## src/rtl/uart_rx_controller_pkg.sv

```systemverilog
// Shared definitions for the UART receive controller: register offsets, STATUS bit
// positions, RX state encoding and the baud divisor helper.
package uart_rx_controller_pkg;

    localparam logic [1:0] UART_REG_DATA   = 2'd0;
    localparam logic [1:0] UART_REG_STATUS = 2'd1;

    localparam int unsigned ST_RX_AVAIL  = 0;
    localparam int unsigned ST_FULL      = 1;
    localparam int unsigned ST_OVERRUN   = 2;
    localparam int unsigned ST_FRAME_ERR = 3;
    localparam int unsigned ST_TX_BUSY   = 4;

    typedef enum logic [2:0] {
        RX_IDLE  = 3'd0,
        RX_START = 3'd1,
        RX_DATA  = 3'd2,
        RX_STOP  = 3'd3,
        RX_BREAK = 3'd4
    } rx_state_e;

    // Clocks per bit, rounded to nearest.
    function automatic int unsigned baud_div(input int unsigned clk_hz, input int unsigned baud);
        return (clk_hz + baud / 2) / baud;
    endfunction

endpackage

```

## src/rtl/uart_fifo.sv

```systemverilog
// Synchronous byte FIFO for the UART receiver; a push while full is accepted only when a pop
// frees a slot in the same cycle.
module uart_fifo #(
    parameter int unsigned WIDTH = 8,
    parameter int unsigned DEPTH = 16
) (
    input  logic                     i_clk,
    input  logic                     i_reset,
    input  logic                     i_push,
    input  logic                     i_pop,
    input  logic [WIDTH-1:0]         i_wdata,
    output logic [WIDTH-1:0]         o_head,
    output logic [$clog2(DEPTH):0]   o_count,
    output logic                     o_full,
    output logic                     o_empty
);

    localparam int unsigned AW = $clog2(DEPTH);

    logic [WIDTH-1:0] r_mem [DEPTH];
    logic [AW-1:0]    r_wr_ptr;
    logic [AW-1:0]    r_rd_ptr;
    logic [AW:0]      r_count;
    logic             w_do_push;
    logic             w_do_pop;

    assign o_empty   = (r_count == '0);
    assign o_full    = (r_count == (AW+1)'(DEPTH));
    assign w_do_pop  = i_pop & ~o_empty;
    assign w_do_push = i_push & (~o_full | w_do_pop);
    assign o_count   = r_count;
    assign o_head    = o_empty ? '0 : r_mem[r_rd_ptr];

    always_ff @(posedge i_clk) begin
        if (w_do_push) begin
            r_mem[r_wr_ptr] <= i_wdata;
        end
    end

    always_ff @(posedge i_clk) begin
        if (i_reset) begin
            r_wr_ptr <= '0;
            r_rd_ptr <= '0;
            r_count  <= '0;
        end else begin
            if (w_do_push) r_wr_ptr <= r_wr_ptr + 1'b1;
            if (w_do_pop)  r_rd_ptr <= r_rd_ptr + 1'b1;
            case ({w_do_push, w_do_pop})
                2'b10:   r_count <= r_count + 1'b1;
                2'b01:   r_count <= r_count - 1'b1;
                default: r_count <= r_count;
            endcase
        end
    end

endmodule

```

## src/rtl/uart_rx_controller.sv

```systemverilog
// Memory-mapped 8N1 UART receiver with byte FIFO, DATA/STATUS registers.
// Optional transmitter enabled by defining UART_TX_EN.
module uart_rx_controller
    import uart_rx_controller_pkg::*;
#(
    parameter int unsigned CLK_HZ     = 27000000,
    parameter int unsigned BAUD       = 115200,
    parameter int unsigned FIFO_DEPTH = 16
) (
    input  logic        clk,
    input  logic        reset,
    input  logic        ren,
    input  logic        wen,
    input  logic [1:0]  address,
    input  logic [31:0] data_in,
    input  logic        uart_rx,
    output logic        uart_tx,
    output logic [31:0] data_out
);

    localparam int unsigned DIV       = baud_div(CLK_HZ, BAUD);
    localparam int unsigned CNT_W     = $clog2(DIV);
    localparam int unsigned CW        = $clog2(FIFO_DEPTH) + 1;
    localparam int unsigned CNT_SHOWN = (CW > 8) ? 8 : CW;
    localparam logic [CNT_W-1:0] HALF_BIT = CNT_W'(DIV / 2 - 1);
    localparam logic [CNT_W-1:0] FULL_BIT = CNT_W'(DIV - 1);

    logic [1:0]       r_sync;
    logic             w_rxs;
    rx_state_e        r_rx_state, w_rx_state_nxt;
    logic [CNT_W-1:0] r_cnt, w_cnt_nxt;
    logic [2:0]       r_bit, w_bit_nxt;
    logic [7:0]       r_shreg, w_shreg_nxt;
    logic             w_push;
    logic             w_frame_set;
    logic             w_overrun_set;
    logic             r_ren_q;
    logic             r_overrun, w_overrun_nxt;
    logic             r_frame_err, w_frame_err_nxt;
    logic             w_pop;
    logic             w_stat_rd;
    logic [7:0]       w_head;
    logic [CW-1:0]    w_count;
    logic             w_full;
    logic             w_empty;
    logic             w_tx_busy;

    assign w_rxs = r_sync[1];

    always_ff @(posedge clk) begin
        if (reset) r_sync <= 2'b11;
        else       r_sync <= {r_sync[0], uart_rx};
    end

    always_ff @(posedge clk) begin
        if (reset) begin
            r_rx_state <= RX_IDLE;
            r_cnt      <= '0;
            r_bit      <= '0;
            r_shreg    <= '0;
        end else begin
            r_rx_state <= w_rx_state_nxt;
            r_cnt      <= w_cnt_nxt;
            r_bit      <= w_bit_nxt;
            r_shreg    <= w_shreg_nxt;
        end
    end

    always_comb begin
        w_rx_state_nxt = r_rx_state;
        w_cnt_nxt      = r_cnt;
        w_bit_nxt      = r_bit;
        w_shreg_nxt    = r_shreg;
        w_push         = 1'b0;
        w_frame_set    = 1'b0;
        case (r_rx_state)
            RX_IDLE: begin
                if (!w_rxs) begin
                    w_rx_state_nxt = RX_START;
                    w_cnt_nxt      = HALF_BIT;
                end
            end
            RX_START: begin
                if (r_cnt != '0) begin
                    w_cnt_nxt = r_cnt - 1'b1;
                end else if (!w_rxs) begin
                    w_rx_state_nxt = RX_DATA;
                    w_cnt_nxt      = FULL_BIT;
                    w_bit_nxt      = '0;
                end else begin
                    w_rx_state_nxt = RX_IDLE;
                end
            end
            RX_DATA: begin
                if (r_cnt != '0) begin
                    w_cnt_nxt = r_cnt - 1'b1;
                end else begin
                    w_shreg_nxt = {w_rxs, r_shreg[7:1]};
                    w_cnt_nxt   = FULL_BIT;
                    if (r_bit == 3'd7) w_rx_state_nxt = RX_STOP;
                    else               w_bit_nxt      = r_bit + 3'd1;
                end
            end
            RX_STOP: begin
                if (r_cnt != '0) begin
                    w_cnt_nxt = r_cnt - 1'b1;
                end else if (w_rxs) begin
                    w_push         = 1'b1;
                    w_rx_state_nxt = RX_IDLE;
                end else begin
                    w_frame_set    = 1'b1;
                    w_rx_state_nxt = RX_BREAK;
                end
            end
            RX_BREAK: begin
                if (w_rxs) w_rx_state_nxt = RX_IDLE;
            end
            default: w_rx_state_nxt = RX_IDLE;
        endcase
    end

    // Read strobes fire once per ren assertion, on its rising edge.
    assign w_pop         = ren & ~r_ren_q & (address == UART_REG_DATA) & ~w_empty;
    assign w_stat_rd     = ren & ~r_ren_q & (address == UART_REG_STATUS);
    assign w_overrun_set = w_push & w_full & ~w_pop;

    always_comb begin
        w_overrun_nxt   = r_overrun;
        w_frame_err_nxt = r_frame_err;
        if (w_stat_rd) begin
            w_overrun_nxt   = 1'b0;
            w_frame_err_nxt = 1'b0;
        end
        if (w_overrun_set) w_overrun_nxt   = 1'b1;
        if (w_frame_set)   w_frame_err_nxt = 1'b1;
    end

    always_ff @(posedge clk) begin
        if (reset) begin
            r_ren_q     <= 1'b0;
            r_overrun   <= 1'b0;
            r_frame_err <= 1'b0;
        end else begin
            r_ren_q     <= ren;
            r_overrun   <= w_overrun_nxt;
            r_frame_err <= w_frame_err_nxt;
        end
    end

    uart_fifo #(
        .WIDTH (8),
        .DEPTH (FIFO_DEPTH)
    ) u_fifo (
        .i_clk   (clk),
        .i_reset (reset),
        .i_push  (w_push),
        .i_pop   (w_pop),
        .i_wdata (r_shreg),
        .o_head  (w_head),
        .o_count (w_count),
        .o_full  (w_full),
        .o_empty (w_empty)
    );

    always_comb begin
        data_out = '0;
        case (address)
            UART_REG_DATA: begin
                data_out[31]  = ~w_empty;
                data_out[7:0] = w_head;
            end
            UART_REG_STATUS: begin
                data_out[ST_RX_AVAIL]       = ~w_empty;
                data_out[ST_FULL]           = w_full;
                data_out[ST_OVERRUN]        = r_overrun;
                data_out[ST_FRAME_ERR]      = r_frame_err;
                data_out[ST_TX_BUSY]        = w_tx_busy;
                data_out[8 +: CNT_SHOWN]    = w_count[CNT_SHOWN-1:0];
            end
            default: data_out = '0;
        endcase
    end

`ifdef UART_TX_EN
    logic             r_wen_q;
    logic             r_tx_busy, w_tx_busy_nxt;
    logic [9:0]       r_tx_sh, w_tx_sh_nxt;
    logic [3:0]       r_tx_bits, w_tx_bits_nxt;
    logic [CNT_W-1:0] r_tx_cnt, w_tx_cnt_nxt;
    logic             w_tx_load;
    logic             w_unused;

    assign w_unused  = ^data_in[31:8];
    assign w_tx_load = wen & ~r_wen_q & (address == UART_REG_DATA) & ~r_tx_busy;
    assign w_tx_busy = r_tx_busy;
    // Shifter refills with ones, so bit 0 idles high once the frame is out.
    assign uart_tx   = r_tx_sh[0];

    always_ff @(posedge clk) begin
        if (reset) begin
            r_wen_q   <= 1'b0;
            r_tx_busy <= 1'b0;
            r_tx_sh   <= '1;
            r_tx_bits <= '0;
            r_tx_cnt  <= '0;
        end else begin
            r_wen_q   <= wen;
            r_tx_busy <= w_tx_busy_nxt;
            r_tx_sh   <= w_tx_sh_nxt;
            r_tx_bits <= w_tx_bits_nxt;
            r_tx_cnt  <= w_tx_cnt_nxt;
        end
    end

    always_comb begin
        w_tx_busy_nxt = r_tx_busy;
        w_tx_sh_nxt   = r_tx_sh;
        w_tx_bits_nxt = r_tx_bits;
        w_tx_cnt_nxt  = r_tx_cnt;
        if (!r_tx_busy) begin
            if (w_tx_load) begin
                w_tx_busy_nxt = 1'b1;
                w_tx_sh_nxt   = {1'b1, data_in[7:0], 1'b0};
                w_tx_bits_nxt = 4'd9;
                w_tx_cnt_nxt  = FULL_BIT;
            end
        end else if (r_tx_cnt != '0) begin
            w_tx_cnt_nxt = r_tx_cnt - 1'b1;
        end else if (r_tx_bits == 4'd0) begin
            w_tx_busy_nxt = 1'b0;
        end else begin
            w_tx_sh_nxt   = {1'b1, r_tx_sh[9:1]};
            w_tx_bits_nxt = r_tx_bits - 4'd1;
            w_tx_cnt_nxt  = FULL_BIT;
        end
    end
`else
    logic w_unused;

    assign w_unused  = ^{wen, data_in};
    assign w_tx_busy = 1'b0;
    assign uart_tx   = 1'b1;
`endif

endmodule

```

## config.mk

```make
export PLATFORM = sky130hd
export DESIGN_NAME = uart_rx_controller
export DESIGN_NICKNAME = d
export VERILOG_FILES = /design/src/rtl/uart_rx_controller_pkg.sv /design/src/rtl/uart_fifo.sv /design/src/rtl/uart_rx_controller.sv
export SDC_FILE = /design/constraint.sdc
export NUM_CORES = 1
export LEC_CHECK = 0
export ABC_CLOCK_PERIOD_IN_PS = 6600
export BUFFER_PORTS_ARGS = -buffer_cell sky130_fd_sc_hd__buf_2
export CORE_ASPECT_RATIO = 1.2
export CORE_MARGIN = 5
export CORE_UTILIZATION = 64
export CTS_CLUSTER_DIAMETER = 120
export DETAILED_ROUTE_END_ITERATION = 8
export GPL_ROUTABILITY_DRIVEN = 0
export PLACE_DENSITY = 0.89
export SYNTH_ARGS = -nofsm -noshare
export SYNTH_HDL_FRONTEND = slang
export SYNTH_SLANG_ARGS = --single-unit
export TNS_END_PERCENT = 100
```

## constraint.sdc

```tcl
create_clock -name clk -period 6.6 [get_ports clk]
set_input_delay 1.32 -clock clk [delete_from_list [all_inputs] [get_ports clk]]
set_output_delay 1.32 -clock clk [all_outputs]
set_load 0.05 [all_outputs]
```

Word-level counts from Yosys, hierarchy flattened
Memories as Yosys holds them, arrays and structs flattened. A register that Yosys moved wholly into a read port is not among the register bits. Cells that the tools add are included.

Register bits after elaboration: 40. Latch bits: 0. Memory bits (writable): 128. Memory bits (read-only): 0. Word-level logic and storage cells: 103. Memories kept: 1.

Memory list: u_fifo.r_mem (depth 16, width 8, read ports 1, clocked after memory_dff 1, write ports 1, line uart_fifo.sv:20) `logic [WIDTH-1:0] r_mem [DEPTH];`.

Add/sub/neg operators: 6. Multiply operators: 0. Divide/modulo/power cells: 0. Order comparisons: 0. Equality and inequality tests: 19. Shift-type cells: 0. Muxes and demuxes: 39. Bitwise gates (word level): 14. Reduce and logical (&&, ||, !) cells: 13.

Operators with widths (number): $mux W8 (6); $mux W3 (12); $pmux W8 S4 (1); $pmux W5 S2 (2); $ne A2 B2 Y1 const B (9); $pmux W3 S5 (1); $mux W1 (12); $add A4 B1 Y4 const B (2); $and A1 B1 Y1 (8); $mux W4 (2); $reduce_bool A2 Y1 (4); $reduce_bool A8 Y1 (1); $sub A8 B1 Y8 const B (1); $eq A3 B2 Y1 const B (2); $eq A3 B3 Y1 const B (2); $pmux W3 S2 (1); $reduce_and A6 Y1 (1); $add A5 B1 Y5 const B (1); $eq A5 B5 Y1 const B (1); $logic_not A5 Y1 (1); $mux W5 (1); $not A1 Y1 (5); $reduce_and A5 Y1 (1); $sub A5 B1 Y5 const B (1); other kinds (12) (13).

Depth between registers and ports, before layout
Depth in word-level cells: 9. Gate-level depth with buffers: 14. Depth with buffers taken out: 12.

Modules after synthesis
From an unflattened synthesis, not the netlist that was laid out.

Cell total of the unflattened synthesis: 541. Area, all modules: 7674.9 sq um.

By module, submodules not included: uart_fifo (times used 1, cells each 333, area each 5968.2 sq um); uart_rx_controller (times used 1, cells each 208, area each 1706.6 sq um).

Worst setup path before layout
OpenSTA, ideal clock, no wires.

Path type: flip-flop to output port. Start: register with a tool-made name. End: output port data_out[4]. Arrival time: 2.906 ns. Required time: 5.280 ns. Slack: 2.374 ns. Cell stages (with the launch flop): 7. Buffers on the path: 3. Path through: dfxtp_1 buf_2 buf_1 clkbuf_1 mux4_2 a211oi_1 a211oi_1.

RTL lines: to (decl) (line uart_rx_controller.sv:18) `output logic [31:0] data_out`.

==> reports/metrics.csv <==
stage;metric;value;unit
sta;Hold Violations, Final;0;
finish;area delta synth->final;9.97;%
synth;Main synth FF type;edfxtp_1;
finish;share of layout cells above drive strength 1;0.200;
sta;RSZ-0062 raised after global routing;no;
clock_network;CTS tree;yes;
sta;setup TNS;0;ps
critical_path;r2r setup slk;2390;ps
finish;commonest non-fill, non-tap cells in the layout;128 x edfxtp_1, 44 x dfxtp_1, 41 x nor2_1;
power_and_ir_drop;Seq pwr share;0.507;
floorplanning;Cell Rows;43;
finish;Antenna diodes;0;
detailed_routing;Remaining DRCs;0;
power_and_ir_drop;Gate power share;0.039;
power_and_ir_drop;Pleak;2.84;nW
sta;relative slew slack;0.179;
clock_network;root buf cell;clkbuf_16;
floorplanning;die area;0.0140;sq mm
clock_network;clock tree buffer depth;2;
finish;fillers;730;
synth;number of synthesized flops with an enable pin;128;
critical_path;Critical Path Source Type;flip-flop;
synth;Post-Syn Area;0.00751;sq mm
clock_network;Clock transition at path regs;60;ps
worst_hold_path;Worst Hold Class;reg -> reg;
clock_network;Num CTS Buffers;17;
global_routing;Total GRT Usage;0.238;
sta;transition time of the tightest slew-check pin;1230;ps
clock_network;clk_lat worst skew;420;ps
power_and_ir_drop;Sw Pwr;0.482;mW
detailed_routing;Antenna Nets Post-Route;0;
clock_network;H-Tree Depth;4;
detailed_routing;drt first pass iters;5;
finish;Multi-input gate area;0.00252;sq mm
floorplanning;die height;129;microns
global_routing;largest net degree at the start of global routing;44;
clock_network;clock sink total;172;
sta;Max Transition Viols Final;0;
synth;Avg Cell Area, Syn;14.4;sq um
power_and_ir_drop;peak supply drop;178;uV
floorplanning;die width;109;microns
synth;Distinct cells, synth;65;
critical_path;Worst setup EP type;output port;
synth;post-synthesis sequential area ratio;0.629;
power_and_ir_drop;Power Density;277;mW/mm^2
clock_network;number of hold buffers added after CTS;0;
critical_path;critical-path maximum fanout;16;
power_and_ir_drop;post-layout power;2.29;mW
detailed_routing;via count;4489;
job;max-capacitance violation count;0;
detailed_routing;Wirelength per Cell;22.1;microns
global_routing;total gr overflow;0;
finish;layout net count;583;
power_and_ir_drop;clock power share;0.454;
sta;Clock Skew;8.81;ps
clock_network;Post-CTS Resized;0;
detailed_routing;drt initial violations;431;
outcome;status;complete, no violations;
sta;crit share post-route;0.687;
critical_path;Required @ worst endpoint;5280;ps
critical_path;crit path DAT;3210;ps
placed_design;PortBufs;19;
floorplanning;Starting Density;0.653;
detailed_routing;final WL;15500;microns
critical_path;Critical Setup Path Class;reg -> out;
power_and_ir_drop;Int Pwr;1.81;mW
sta;fmax;221;MHz
floorplanning;num ports;72;
synth;Gate Count Post-Synth;522;
finish;commonest non-fill, non-tap cell in the layout;edfxtp_1;
finish;register area;0.00472;sq mm
synth;synthesized flop and latch total;172;
placed_design;placed wire-length estimate;9640;microns
global_routing;global-route wire length before repair;24400;microns
synth;Yosys warning count;0;
global_routing;vias in the first global route;4515;
power_and_ir_drop;switching part of the total;0.211;
detailed_routing;drt via density;6.39;
synth;ys async rst share;0;
clock_network;postcts setup bufs;0;
global_routing;antenna violations before repair;0;
floorplanning;core area;0.0115;sq mm
sta;min Tclk post-route;4530;ps
sta;Finish-stage setup viols;0;
## critical path, stage by stage (launching register included)
cell	delay, ps
dfxtp_1	930
buf_4	370
mux4_2	530
mux4_2	520
a22o_1	220
buf_2	210
## layer usage
layer / part of all wire / track usage / routed length [microns] / vias to the layer above
met5: 0 / 0 / 0 / -
li1: - / - / - / 1998
met4: 0.031 / 0.0951 / 486 / 0
met2: 0.52 / 0.402 / 7990 / 267
met1: 0.38 / 0.295 / 5920 / 2177
met3: 0.072 / 0.0562 / 1110 / 47
## sequential cells by signal, indices dropped and copies added, names as in the netlist, 2 cells and up, named ones only
| register | flops |
|---|---|
| r_bit | 3 |
| r_cnt | 8 |
| r_rx_state | 3 |
| r_shreg | 8 |
| r_sync | 2 |
| u_fifo.o_count | 5 |
| u_fifo.r_mem | 128 |
| u_fifo.r_rd_ptr | 4 |
| u_fifo.r_wr_ptr | 4 |
## stage by stage
step                cells  cell area (sq um)  setup WS [ps]  utilization  hold slack [ps]
floorplan             539               7580           2370            -              389
global placement      670               7640           2220        0.664              395
detailed placement    670               7640           2080        0.664              402
CTS                   702               8260           2000        0.718              419
global route          702               8260           1860        0.718              436
finish                702               8260           2070        0.718              416
## Yosys cell counts, drive strengths merged, types with 2 or more instances
cell type	count	area [sq um]
edfxtp	128	3840
dfxtp	44	881
nor2	41	154
mux4	33	743
buf	29	196
clkbuf	22	82.6
mux2i	18	180
a21oi	16	80.1
inv	15	56.3
ha	12	150
nand2	12	45.0
nand3	12	60.1
a211oi	11	82.6
o21ai	11	55.1
nor3	10	50.1
nor2b	9	56.3
nor3b	6	45.0
or2	6	37.5
xor2	6	52.6
and2	5	31.3
nand2b	5	31.3
mux2	4	45.0
nor4	4	31.3
o31ai	4	30.0
or3	4	25.0
or4	4	33.8
a221oi	3	26.3
a22o	3	26.3
a41oi	3	26.3
o2111ai	3	26.3
a211o	2	17.5
a31oi	2	12.5
a32o	2	20.0
conb	2	7.51
nand3b	2	15.0
o211ai	2	15.0
o221ai	2	17.5
o311a	2	20.0
or3b	2	17.5
## cell families (layout without fill, tap and decap cells)
kind of cell / count (synthesis) / after routing / synth area share
AND/OR/NAND/NOR: 127 / 127 / 0.0909
multiplexers: 55 / 55 / 0.129
other: 2 / 19 / 0.000999
buffers and inverters: 66 / 72 / 0.0446
flip-flops: 172 / 172 / 0.629
XOR/XNOR: 6 / 6 / 0.00699
adder cells (fa/ha/maj): 12 / 12 / 0.0200
AO/OA/AOI/OAI: 82 / 82 / 0.0789
## final timing paths
check	depth (start not counted)	startpoint	to
worst min-delay path	1	r_sync[0]$_SDFF_PP1_	r_sync[1]$_SDFF_PP1_
worst max-delay path	5	flip-flop	data_out[2]
worst min register to register	1	r_sync[0]$_SDFF_PP1_	r_sync[1]$_SDFF_PP1_
worst max register to register	12	r_cnt[0]$_SDFFE_PP0P_	u_fifo.o_count[4]$_SDFFE_PP0P_
## power by group through the flow
| stage | logic, mW | registers [mW] | clock network [mW] |
|---|---|---|---|
| finish | 0.0901 | 1.16 | 1.04 |
| global route | 0.0952 | 1.16 | 1.10 |
| CTS | 0.0874 | 1.16 | 1.05 |
| detailed placement | 0.0872 | 1.18 | 0 |
| global placement | 0.0824 | 1.18 | 0 |
| floorplan | 0.0882 | 1.18 | 0 |
## area by class of cell
cell class,count,share of cell area
clock buffer,17,0.0515
clock inverter,15,0.0239
inverter,15,0.00681
multi-input combinational,301,0.305
sequential,172,0.572
tap,157,0.0238
timing repair buffer,25,0.0170
Power figures use the tool's default switching activity.
